File: src/rtl/engine_bin_port_pkg.sv
// engine_bin_port_pkg
// Shared constants and types for the bin port and its load/update dispatcher.
//   NUM_CLAUSES_A_BIN / NUM_VARS_A_BIN  : rows and variables held by one bin
//   WIDTH_BIN_CLAUSES / WIDTH_VAR_STATES: clause row and variable state widths
//   ROW_ADDR_W                          : width of engine row / variable index
//   bin_state_e                         : bin lifecycle state
package engine_bin_port_pkg;

    localparam int NUM_CLAUSES_A_BIN = 24;
    localparam int NUM_VARS_A_BIN    = 24;
    localparam int WIDTH_BIN_CLAUSES = 48;
    localparam int WIDTH_VAR_STATES  = 30;
    localparam int ROW_ADDR_W        = 5;

    typedef logic [WIDTH_BIN_CLAUSES-1:0] clause_row_t;
    typedef logic [WIDTH_VAR_STATES-1:0]  var_state_t;
    typedef logic [ROW_ADDR_W-1:0]        row_addr_t;

    typedef enum logic [1:0] {
        ST_IDLE     = 2'd0,
        ST_LOADING  = 2'd1,
        ST_READY    = 2'd2,
        ST_UPDATING = 2'd3
    } bin_state_e;

endpackage

File: src/rtl/engine_bin_port_row_store.sv
// bin_row_store
// Register array with one write port and one registered read port.
//   clk, rst          : rising-edge clock, synchronous active-low reset
//   wr_en/wr_addr/wr_data : write at the next edge; addresses >= DEPTH ignored
//   rd_addr / rd_data : rd_data is the entry addressed in the previous cycle,
//                       0 for addresses >= DEPTH; a same-cycle write to the
//                       read entry is not visible (old data returned)
// Reset clears every entry and the read register.
module bin_row_store
    import engine_bin_port_pkg::*;
#(
    parameter int DEPTH = NUM_CLAUSES_A_BIN,
    parameter int WIDTH = WIDTH_BIN_CLAUSES,
    parameter int AW    = ROW_ADDR_W
) (
    input  logic             clk,
    input  logic             rst,
    input  logic             wr_en,
    input  logic [AW-1:0]    wr_addr,
    input  logic [WIDTH-1:0] wr_data,
    input  logic [AW-1:0]    rd_addr,
    output logic [WIDTH-1:0] rd_data
);

    logic [WIDTH-1:0] mem_q [DEPTH];
    logic [WIDTH-1:0] mem_d [DEPTH];
    logic [WIDTH-1:0] rd_data_q;
    logic [WIDTH-1:0] rd_data_d;

    always_comb begin
        mem_d     = mem_q;
        rd_data_d = '0;
        for (int i = 0; i < DEPTH; i++) begin
            if (wr_en && (wr_addr == AW'(i))) begin
                mem_d[i] = wr_data;
            end
            // Read from the pre-write contents so read-during-write returns old data.
            if (rd_addr == AW'(i)) begin
                rd_data_d = mem_q[i];
            end
        end
    end

    always_ff @(posedge clk) begin
        if (!rst) begin
            for (int i = 0; i < DEPTH; i++) begin
                mem_q[i] <= '0;
            end
            rd_data_q <= '0;
        end else begin
            for (int i = 0; i < DEPTH; i++) begin
                mem_q[i] <= mem_d[i];
            end
            rd_data_q <= rd_data_d;
        end
    end

    assign rd_data = rd_data_q;

endmodule

File: src/rtl/engine_bin_port.sv
// engine_bin_port
// Holds one bin of clause rows and variable states between the dispatcher
// and a solver engine.
//   Load side   : wr_lit_cells (one-hot row), clauses_i/clauses_valid_i,
//                 vars_states_i/vars_states_valid_i (index order), load_done_i
//   Update side : start_update_i, rd_lit_cells (one-hot row),
//                 clauses_o/clauses_valid_o, vars_states_o/vars_states_valid_o
//   Engine side : eng_addr/eng_wr/eng_wdata/eng_rdata (rows),
//                 eng_vidx/eng_vwr/eng_vwdata/eng_vrdata (variable states)
//   Status      : bin_ready_o, update_busy_o, err_o (sticky), state_o (debug)
// Valid semantics: every *_valid_i / pulse input is sampled on each rising
// edge where it is high; there is no back-pressure. Outputs are qualified by
// their *_valid_o and are forced to 0 when not valid.
module engine_bin_port #(
    parameter int NUM_CLAUSES_A_BIN = engine_bin_port_pkg::NUM_CLAUSES_A_BIN,
    parameter int NUM_VARS_A_BIN    = engine_bin_port_pkg::NUM_VARS_A_BIN,
    parameter int WIDTH_BIN_CLAUSES = engine_bin_port_pkg::WIDTH_BIN_CLAUSES,
    parameter int WIDTH_VAR_STATES  = engine_bin_port_pkg::WIDTH_VAR_STATES
) (
    input  logic                                     clk,
    input  logic                                     rst,
    input  logic [NUM_CLAUSES_A_BIN-1:0]             wr_lit_cells,
    input  logic [WIDTH_BIN_CLAUSES-1:0]             clauses_i,
    input  logic                                     clauses_valid_i,
    input  logic [WIDTH_VAR_STATES-1:0]              vars_states_i,
    input  logic                                     vars_states_valid_i,
    input  logic                                     load_done_i,
    input  logic                                     start_update_i,
    input  logic [NUM_CLAUSES_A_BIN-1:0]             rd_lit_cells,
    output logic [WIDTH_BIN_CLAUSES-1:0]             clauses_o,
    output logic                                     clauses_valid_o,
    output logic [WIDTH_VAR_STATES-1:0]              vars_states_o,
    output logic                                     vars_states_valid_o,
    input  logic [engine_bin_port_pkg::ROW_ADDR_W-1:0] eng_addr,
    input  logic                                     eng_wr,
    input  logic [WIDTH_BIN_CLAUSES-1:0]             eng_wdata,
    output logic [WIDTH_BIN_CLAUSES-1:0]             eng_rdata,
    input  logic [engine_bin_port_pkg::ROW_ADDR_W-1:0] eng_vidx,
    input  logic                                     eng_vwr,
    input  logic [WIDTH_VAR_STATES-1:0]              eng_vwdata,
    output logic [WIDTH_VAR_STATES-1:0]              eng_vrdata,
    output logic                                     bin_ready_o,
    output logic                                     update_busy_o,
    output logic                                     err_o,
    output engine_bin_port_pkg::bin_state_e          state_o
);

    import engine_bin_port_pkg::*;

    localparam int AW = ROW_ADDR_W;

    function automatic logic is_onehot(input logic [NUM_CLAUSES_A_BIN-1:0] sel);
        return (sel != '0) && ((sel & (sel - NUM_CLAUSES_A_BIN'(1))) == '0);
    endfunction

    function automatic logic [AW-1:0] onehot_idx(input logic [NUM_CLAUSES_A_BIN-1:0] sel);
        logic [AW-1:0] idx;
        idx = '0;
        for (int i = 0; i < NUM_CLAUSES_A_BIN; i++) begin
            if (sel[i]) idx = AW'(i);
        end
        return idx;
    endfunction

    bin_state_e    state_q, state_d;
    logic [AW-1:0] v_cnt_q, v_cnt_d;   // next variable entry to load (0..NUM_VARS_A_BIN)
    logic [AW-1:0] s_cnt_q, s_cnt_d;   // variable entry currently on vars_states_o
    logic          err_q, err_d;
    logic          ready_q, ready_d;
    logic          busy_q, busy_d;
    logic          cl_vld_q, cl_vld_d;
    logic          vs_vld_q, vs_vld_d;
    logic          eng_rd_q, eng_rd_d;
    logic          eng_vrd_q, eng_vrd_d;

    logic                         c_wr_en;
    logic [AW-1:0]                c_wr_addr, c_rd_addr;
    logic [WIDTH_BIN_CLAUSES-1:0] c_wr_data, c_rd_data;
    logic                         v_wr_en;
    logic [AW-1:0]                v_wr_addr, v_rd_addr;
    logic [WIDTH_VAR_STATES-1:0]  v_wr_data, v_rd_data;

    logic          load_word;
    logic [AW-1:0] v_base;

    always_comb begin
        state_d   = state_q;
        v_cnt_d   = v_cnt_q;
        s_cnt_d   = s_cnt_q;
        err_d     = err_q;
        cl_vld_d  = 1'b0;
        vs_vld_d  = 1'b0;
        eng_rd_d  = 1'b0;
        eng_vrd_d = 1'b0;
        c_wr_en   = 1'b0;
        c_wr_addr = '0;
        c_wr_data = '0;
        c_rd_addr = '0;
        v_wr_en   = 1'b0;
        v_wr_addr = '0;
        v_wr_data = '0;
        v_rd_addr = '0;

        load_word = clauses_valid_i | vars_states_valid_i;
        // Entering LOADING (from IDLE or READY) restarts the variable index.
        v_base    = (state_q == ST_LOADING) ? v_cnt_q : '0;

        // Load side: accepted in IDLE, LOADING and READY (a new word in
        // READY starts overwriting the bin).
        if (load_word) begin
            if (state_q == ST_UPDATING) begin
                err_d = 1'b1;
            end else begin
                state_d = ST_LOADING;
                v_cnt_d = v_base;
                if (clauses_valid_i) begin
                    if (is_onehot(wr_lit_cells)) begin
                        c_wr_en   = 1'b1;
                        c_wr_addr = onehot_idx(wr_lit_cells);
                        c_wr_data = clauses_i;
                    end else begin
                        err_d = 1'b1;
                    end
                end
                if (vars_states_valid_i) begin
                    if (v_base < AW'(NUM_VARS_A_BIN)) begin
                        v_wr_en   = 1'b1;
                        v_wr_addr = v_base;
                        v_wr_data = vars_states_i;
                        v_cnt_d   = v_base + AW'(1);
                    end else begin
                        err_d = 1'b1;
                    end
                end
            end
        end

        if (load_done_i) begin
            if (state_q == ST_LOADING) state_d = ST_READY;
            else                       err_d   = 1'b1;
        end

        // Engine port owns both stores while the bin sits in READY.
        if (state_q == ST_READY) begin
            c_rd_addr = eng_addr;
            v_rd_addr = eng_vidx;
            eng_rd_d  = 1'b1;
            eng_vrd_d = 1'b1;
            if (!load_word) begin
                c_wr_en   = eng_wr;
                c_wr_addr = eng_addr;
                c_wr_data = eng_wdata;
                v_wr_en   = eng_vwr;
                v_wr_addr = eng_vidx;
                v_wr_data = eng_vwdata;
            end
        end

        // A start coinciding with a reload cannot be honoured.
        if (start_update_i) begin
            if ((state_q == ST_READY) && !load_word) begin
                state_d   = ST_UPDATING;
                s_cnt_d   = '0;
                vs_vld_d  = 1'b1;
                v_rd_addr = '0;      // prefetch entry 0 so it appears next cycle
                eng_vrd_d = 1'b0;
            end else begin
                err_d = 1'b1;
            end
        end

        if (state_q == ST_UPDATING) begin
            if (s_cnt_q == AW'(NUM_VARS_A_BIN - 1)) begin
                state_d = ST_IDLE;
                s_cnt_d = '0;
            end else begin
                s_cnt_d   = s_cnt_q + AW'(1);
                vs_vld_d  = 1'b1;
                v_rd_addr = s_cnt_q + AW'(1);
            end
            if (rd_lit_cells != '0) begin
                if (is_onehot(rd_lit_cells)) begin
                    c_rd_addr = onehot_idx(rd_lit_cells);
                    cl_vld_d  = 1'b1;
                end else begin
                    err_d = 1'b1;
                end
            end
        end

        ready_d = (state_d == ST_READY);
        busy_d  = (state_d == ST_UPDATING);
    end

    always_ff @(posedge clk) begin
        if (!rst) begin
            state_q   <= ST_IDLE;
            v_cnt_q   <= '0;
            s_cnt_q   <= '0;
            err_q     <= 1'b0;
            ready_q   <= 1'b0;
            busy_q    <= 1'b0;
            cl_vld_q  <= 1'b0;
            vs_vld_q  <= 1'b0;
            eng_rd_q  <= 1'b0;
            eng_vrd_q <= 1'b0;
        end else begin
            state_q   <= state_d;
            v_cnt_q   <= v_cnt_d;
            s_cnt_q   <= s_cnt_d;
            err_q     <= err_d;
            ready_q   <= ready_d;
            busy_q    <= busy_d;
            cl_vld_q  <= cl_vld_d;
            vs_vld_q  <= vs_vld_d;
            eng_rd_q  <= eng_rd_d;
            eng_vrd_q <= eng_vrd_d;
        end
    end

    bin_row_store #(
        .DEPTH (NUM_CLAUSES_A_BIN),
        .WIDTH (WIDTH_BIN_CLAUSES),
        .AW    (AW)
    ) u_clause_store (
        .clk     (clk),
        .rst     (rst),
        .wr_en   (c_wr_en),
        .wr_addr (c_wr_addr),
        .wr_data (c_wr_data),
        .rd_addr (c_rd_addr),
        .rd_data (c_rd_data)
    );

    bin_row_store #(
        .DEPTH (NUM_VARS_A_BIN),
        .WIDTH (WIDTH_VAR_STATES),
        .AW    (AW)
    ) u_var_store (
        .clk     (clk),
        .rst     (rst),
        .wr_en   (v_wr_en),
        .wr_addr (v_wr_addr),
        .wr_data (v_wr_data),
        .rd_addr (v_rd_addr),
        .rd_data (v_rd_data)
    );

    // Each store has a single read register; the qualifier flops say who
    // issued last cycle's read so only that consumer sees the data.
    assign clauses_o           = cl_vld_q  ? c_rd_data : '0;
    assign clauses_valid_o     = cl_vld_q;
    assign eng_rdata           = eng_rd_q  ? c_rd_data : '0;
    assign vars_states_o       = vs_vld_q  ? v_rd_data : '0;
    assign vars_states_valid_o = vs_vld_q;
    assign eng_vrdata          = eng_vrd_q ? v_rd_data : '0;
    assign bin_ready_o         = ready_q;
    assign update_busy_o       = busy_q;
    assign err_o               = err_q;
    assign state_o             = state_q;

endmodule

File: config.mk
export PLATFORM = sky130hd
export DESIGN_NAME = engine_bin_port
export DESIGN_NICKNAME = d
export VERILOG_FILES = /design/src/rtl/engine_bin_port_pkg.sv /design/src/rtl/engine_bin_port_row_store.sv /design/src/rtl/engine_bin_port.sv
export SDC_FILE = /design/constraint.sdc
export NUM_CORES = 2
export LEC_CHECK = 0
export CORE_MARGIN = 1.5
export CORE_UTILIZATION = 45
export CTS_CLUSTER_SIZE = 40
export DETAILED_ROUTE_END_ITERATION = 10
export SLEW_MARGIN = 20
export SYNTH_ARGS = -nofsm -noshare
export SYNTH_HDL_FRONTEND = slang
export SYNTH_SLANG_ARGS = --single-unit
File: constraint.sdc
create_clock -name clk -period 4.3 [get_ports clk]
set_clock_uncertainty 0.1 [all_clocks]
set_input_delay 1.075 -clock clk [delete_from_list [all_inputs] [get_ports clk]]
set_output_delay 1.075 -clock clk [all_outputs]
set_load 0.02 [all_outputs]
==> key figures <==
Run status
  – Status: finished clean

Timing
  – Relative slew slack: 0.234
  – Final critical-path share of the clock period: 0.988
  – Min Clock Period, post-route: 4.25 ns
  – RSZ-0062 raised after global routing: true
  – Fin. Hold Viols: 0
  – Setup-failing EPs final: 0
  – Worst slew pin tran: 1.15 ns
  – Pins Over Slew Limit: 0
  – Fmax: 235 MHz

Synth
  – Post-synthesis adder-cell area fraction: 0.000924
  – Seq/Total Area, Yosys: 0.470
  – Syn_nets: 10105
  – Simple logic cell fraction of the synthesized area: 0.166
  – Ys Warns: 0
  – Area contributors post-synth: dfxtp_1, a211oi_1, mux2i_1
  – Mux cell area share after synthesis: 0.0653
  – Synth top area share: 0.470
  – Flops & latches, synth: 1969
  – Number of synthesized flops with an enable pin: 0
  – Post-synth ARST share: 0
  – Mean Syn Cell Area: 8.50 um2
  – Complex-gate fraction of the synthesized area: 0.244
  – Synth Flop Type: dfxtp_1
  – XOR/XNOR share of the synthesized area: 0.000417
  – Largest family of logic cells by synthesized area: compound AO/OA/AOI/OAI gates
  – Synth cell types: 86
  – Mapped Area: 0.0839 mm2
  – Syn Inst Count: 9880
  – Synth area leader: dfxtp_1

Pwr
  – Net Sw Power: 9.71 mW
  – Pwr Density: 378 mW/mm2
  – Sequential share of power: 0.456
  – Int Power: 30.7 mW
  – Switching share of power: 0.240
  – Clk network pwr share: 0.473
  – Pwr Total: 40.4 mW
  – Gate power share: 0.071
  – Maximum VDD drop: 0.459 mV
  – Leakage: 36.4 nW

Drt
  – DRT iter0 DRCs: 8607
  – Via-per-instance ratio: 6.11
  – Antenna-violating nets left: 0
  – Avg WL per Cell: 25.0 um
  – Drt drc: 0
  – Vias post-DR: 79784
  – Pre-antenna DRT Iters: 6
  – WL final: 326000 um

Die
  – Placeable Area: 0.185 mm2
  – Die Wd: 435 um
  – Die Height: 435 um
  – Die area: 0.189 mm2
  – IO Count: 385
  – Row count: 158
  – Starting Density: 0.453

Worst setup path
  – CP max stage delay: 0.48 ns
  – Startpoint Class: input port
  – Critical path's slowest cell: clkdlybuf4s50_1
  – Most frequent CP cell: buf_4
  – CP Max Fanout: 10
  – WP buf/inv: 7
  – Critical path data required time: 4.97 ns
  – Worst-path cell chain: clkdlybuf4s50_1 > or3b_4 > buf_4 > a32oi_1 > buf_4 > a221o_1 > buf_4 > nor2_2 > buf_12 > buf_4 > a221oi_1 > o21ai_0 > a221oi_2 > o21bai_1 > a21oi_2 > o21ai_1 > buf_4
  – Critical path type: input port to register
  – CP top delay family: compound AO/OA/AOI/OAI gates
  – Data arrival, critical path: 4.93 ns
  – Critical Path End Type: register

Placement
  – Port buffer count: 384
  – Placed cell area: 0.0979 mm2
  – GPL Wtd Cong: 0.920
  – DP HPWL: 213000 um

Global route
  – Vias in the first global route: 75718
  – Global Route Usage Sum: 0.324
  – Met3 usage in global routing: 0.0474
  – Global route overflow: 0
  – GRT busiest layer: met2
  – Met1 usage: 0.391
  – Initial antenna violation count: 11
  – Met2 Usage GRT: 0.546
  – Largest net degree at the start of global routing: 238
  – First-pass GRT wire length: 477000 um

Layout
  – Layout area overhead: 27.3%
  – Final nets: 10628
  – Post-route cell area: 0.107 mm2
  – Share of layout cells above drive strength 1: 0.153
  – Final core occ: 0.576
  – Most common cell after layout, fill and taps aside: dfxtp_1
  – Most frequent cells in the layout: dfxtp_1, nand3_1, o21ai_0

Clock tree
  – Max H-tree Level: 4
  – Clk sinks: 1969
  – CTS tree: built
  – TritonCTS Buffers: 206
  – Clock buffer depth: 3
  – Root buffer cell: clkbuf_16
  – Clk_lat worst skew: 0.88 ns
  – Clk slew on worst S/H paths: 0.06 ns

Run
  – Number of max-cap violations: 0

Worst hold path
  – HP Class: register to register
-- worst paths after layout --
kind | to | from | depth (start not counted) | slack (ns)
hold / removal | u_var_store.rd_data[20]$_SDFF_PN0_ | u_var_store.mem_q[20]$_SDFFE_PN0P_ | 2 | 0.35
setup reg to reg | u_var_store.rd_data[25]$_SDFF_PN0_ | s_cnt_q[1]$_SDFFE_PN0P_ | 16 | 0.20
hold reg to reg | u_var_store.rd_data[20]$_SDFF_PN0_ | u_var_store.mem_q[20]$_SDFFE_PN0P_ | 2 | 0.35
setup / recovery | u_var_store.rd_data[23]$_SDFF_PN0_ | start_update_i | 17 | 0.05
-- cell usage after synthesis (all sizes together), types with 32 or more instances --
cell type,instances
a222oi,32
mux2i,527
a22oi,82
o22a,36
a211oi,773
clkbuf,830
a22o,56
nand4,36
a221o,46
o211ai,71
o21a,36
o22ai,152
a31oi,62
and2,168
or3,42
nand3,979
buf,274
nand2,715
a221oi,55
a311oi,35
nor2,948
dfxtp,1969
o21ai,1146
nor3,100
a21oi,317
o221ai,75
-- per-layer routing --
layer  part of all wire  vias to the layer above
met5           0.000040                        -
met3              0.069                      865
met4              0.067                        2
li1                   -                    37175
met2               0.47                     3415
met1               0.39                    38327
-- layout make-up --
class	instances	area (um2)
fill	16538	78500
inverter	17	71.3
clock inverter	91	1270
multi-input combinational	6790	41200
timing repair buffer	1419	15800
antenna	3	7.51
tap	2480	3100
clock buffer	292	6050
sequential	1969	39400
-- state kept, by name, summed over array words and instances (netlist names), 2 cells and up --
signal and flops:
u_clause_store.mem_q 1152, v_cnt_q 5, u_clause_store.rd_data 48, s_cnt_q 5, state_o 2, u_var_store.rd_data 30, u_var_store.mem_q 720
-- stage by stage --
stage,setup TNS (ns),instances,hold WS (ns),setup slack [ns]
floorplan,-55.71,9880,0.316,-0.149
finish,0,13061,0.346,0.0495
global placement,-861.71,12611,0.322,-1.39
CTS,0,13033,0.348,0.00145
global route,-0.0441,13059,0.356,-0.0335
detailed placement,-878.36,12611,0.332,-1.32
-- logic make-up (layout without fill, tap and decap cells) --
group                    after synthesis  in the layout
AND/OR/NAND/NOR                     3090           3090
adder cells (fa/ha/maj)                7              7
AO/OA/AOI/OAI                       3144           3144
flip-flops                          1969           1969
multiplexers                         545            545
XOR/XNOR                               4              4
other                                  0              3
buffers and inverters               1121           1819
-- tightest hold or removal path, stage by stage, from the launching register on --
cell and delay, ns:
dfxtp_1 0.31, nand2_1 0.05, nand2_1 0.04
-- power by group through the flow --
| stage | clock network [mW] | logic [mW] | registers, mW |
|---|---|---|---|
| finish | 19.1 | 2.86 | 18.4 |
| global route | 20.0 | 2.97 | 18.4 |
| CTS | 19.3 | 2.79 | 18.4 |
| detailed placement | 0 | 2.71 | 18.8 |
| global placement | 0 | 2.70 | 18.8 |
| floorplan | 0 | 1.25 | 18.8 |
-- what timing repair did --
item | CTS | global route
hold buffers | 0 | 0
buffers inserted | 33 | 18
endpoints found under the hold margin | 0 | 0
gates resized for setup | 66 | 111
pin swaps | 20 | 35
gates cloned | 7 | 7
setup endpoints to repair | 64 | 1135
No activity file was read; power rests on OpenSTA's default activity.
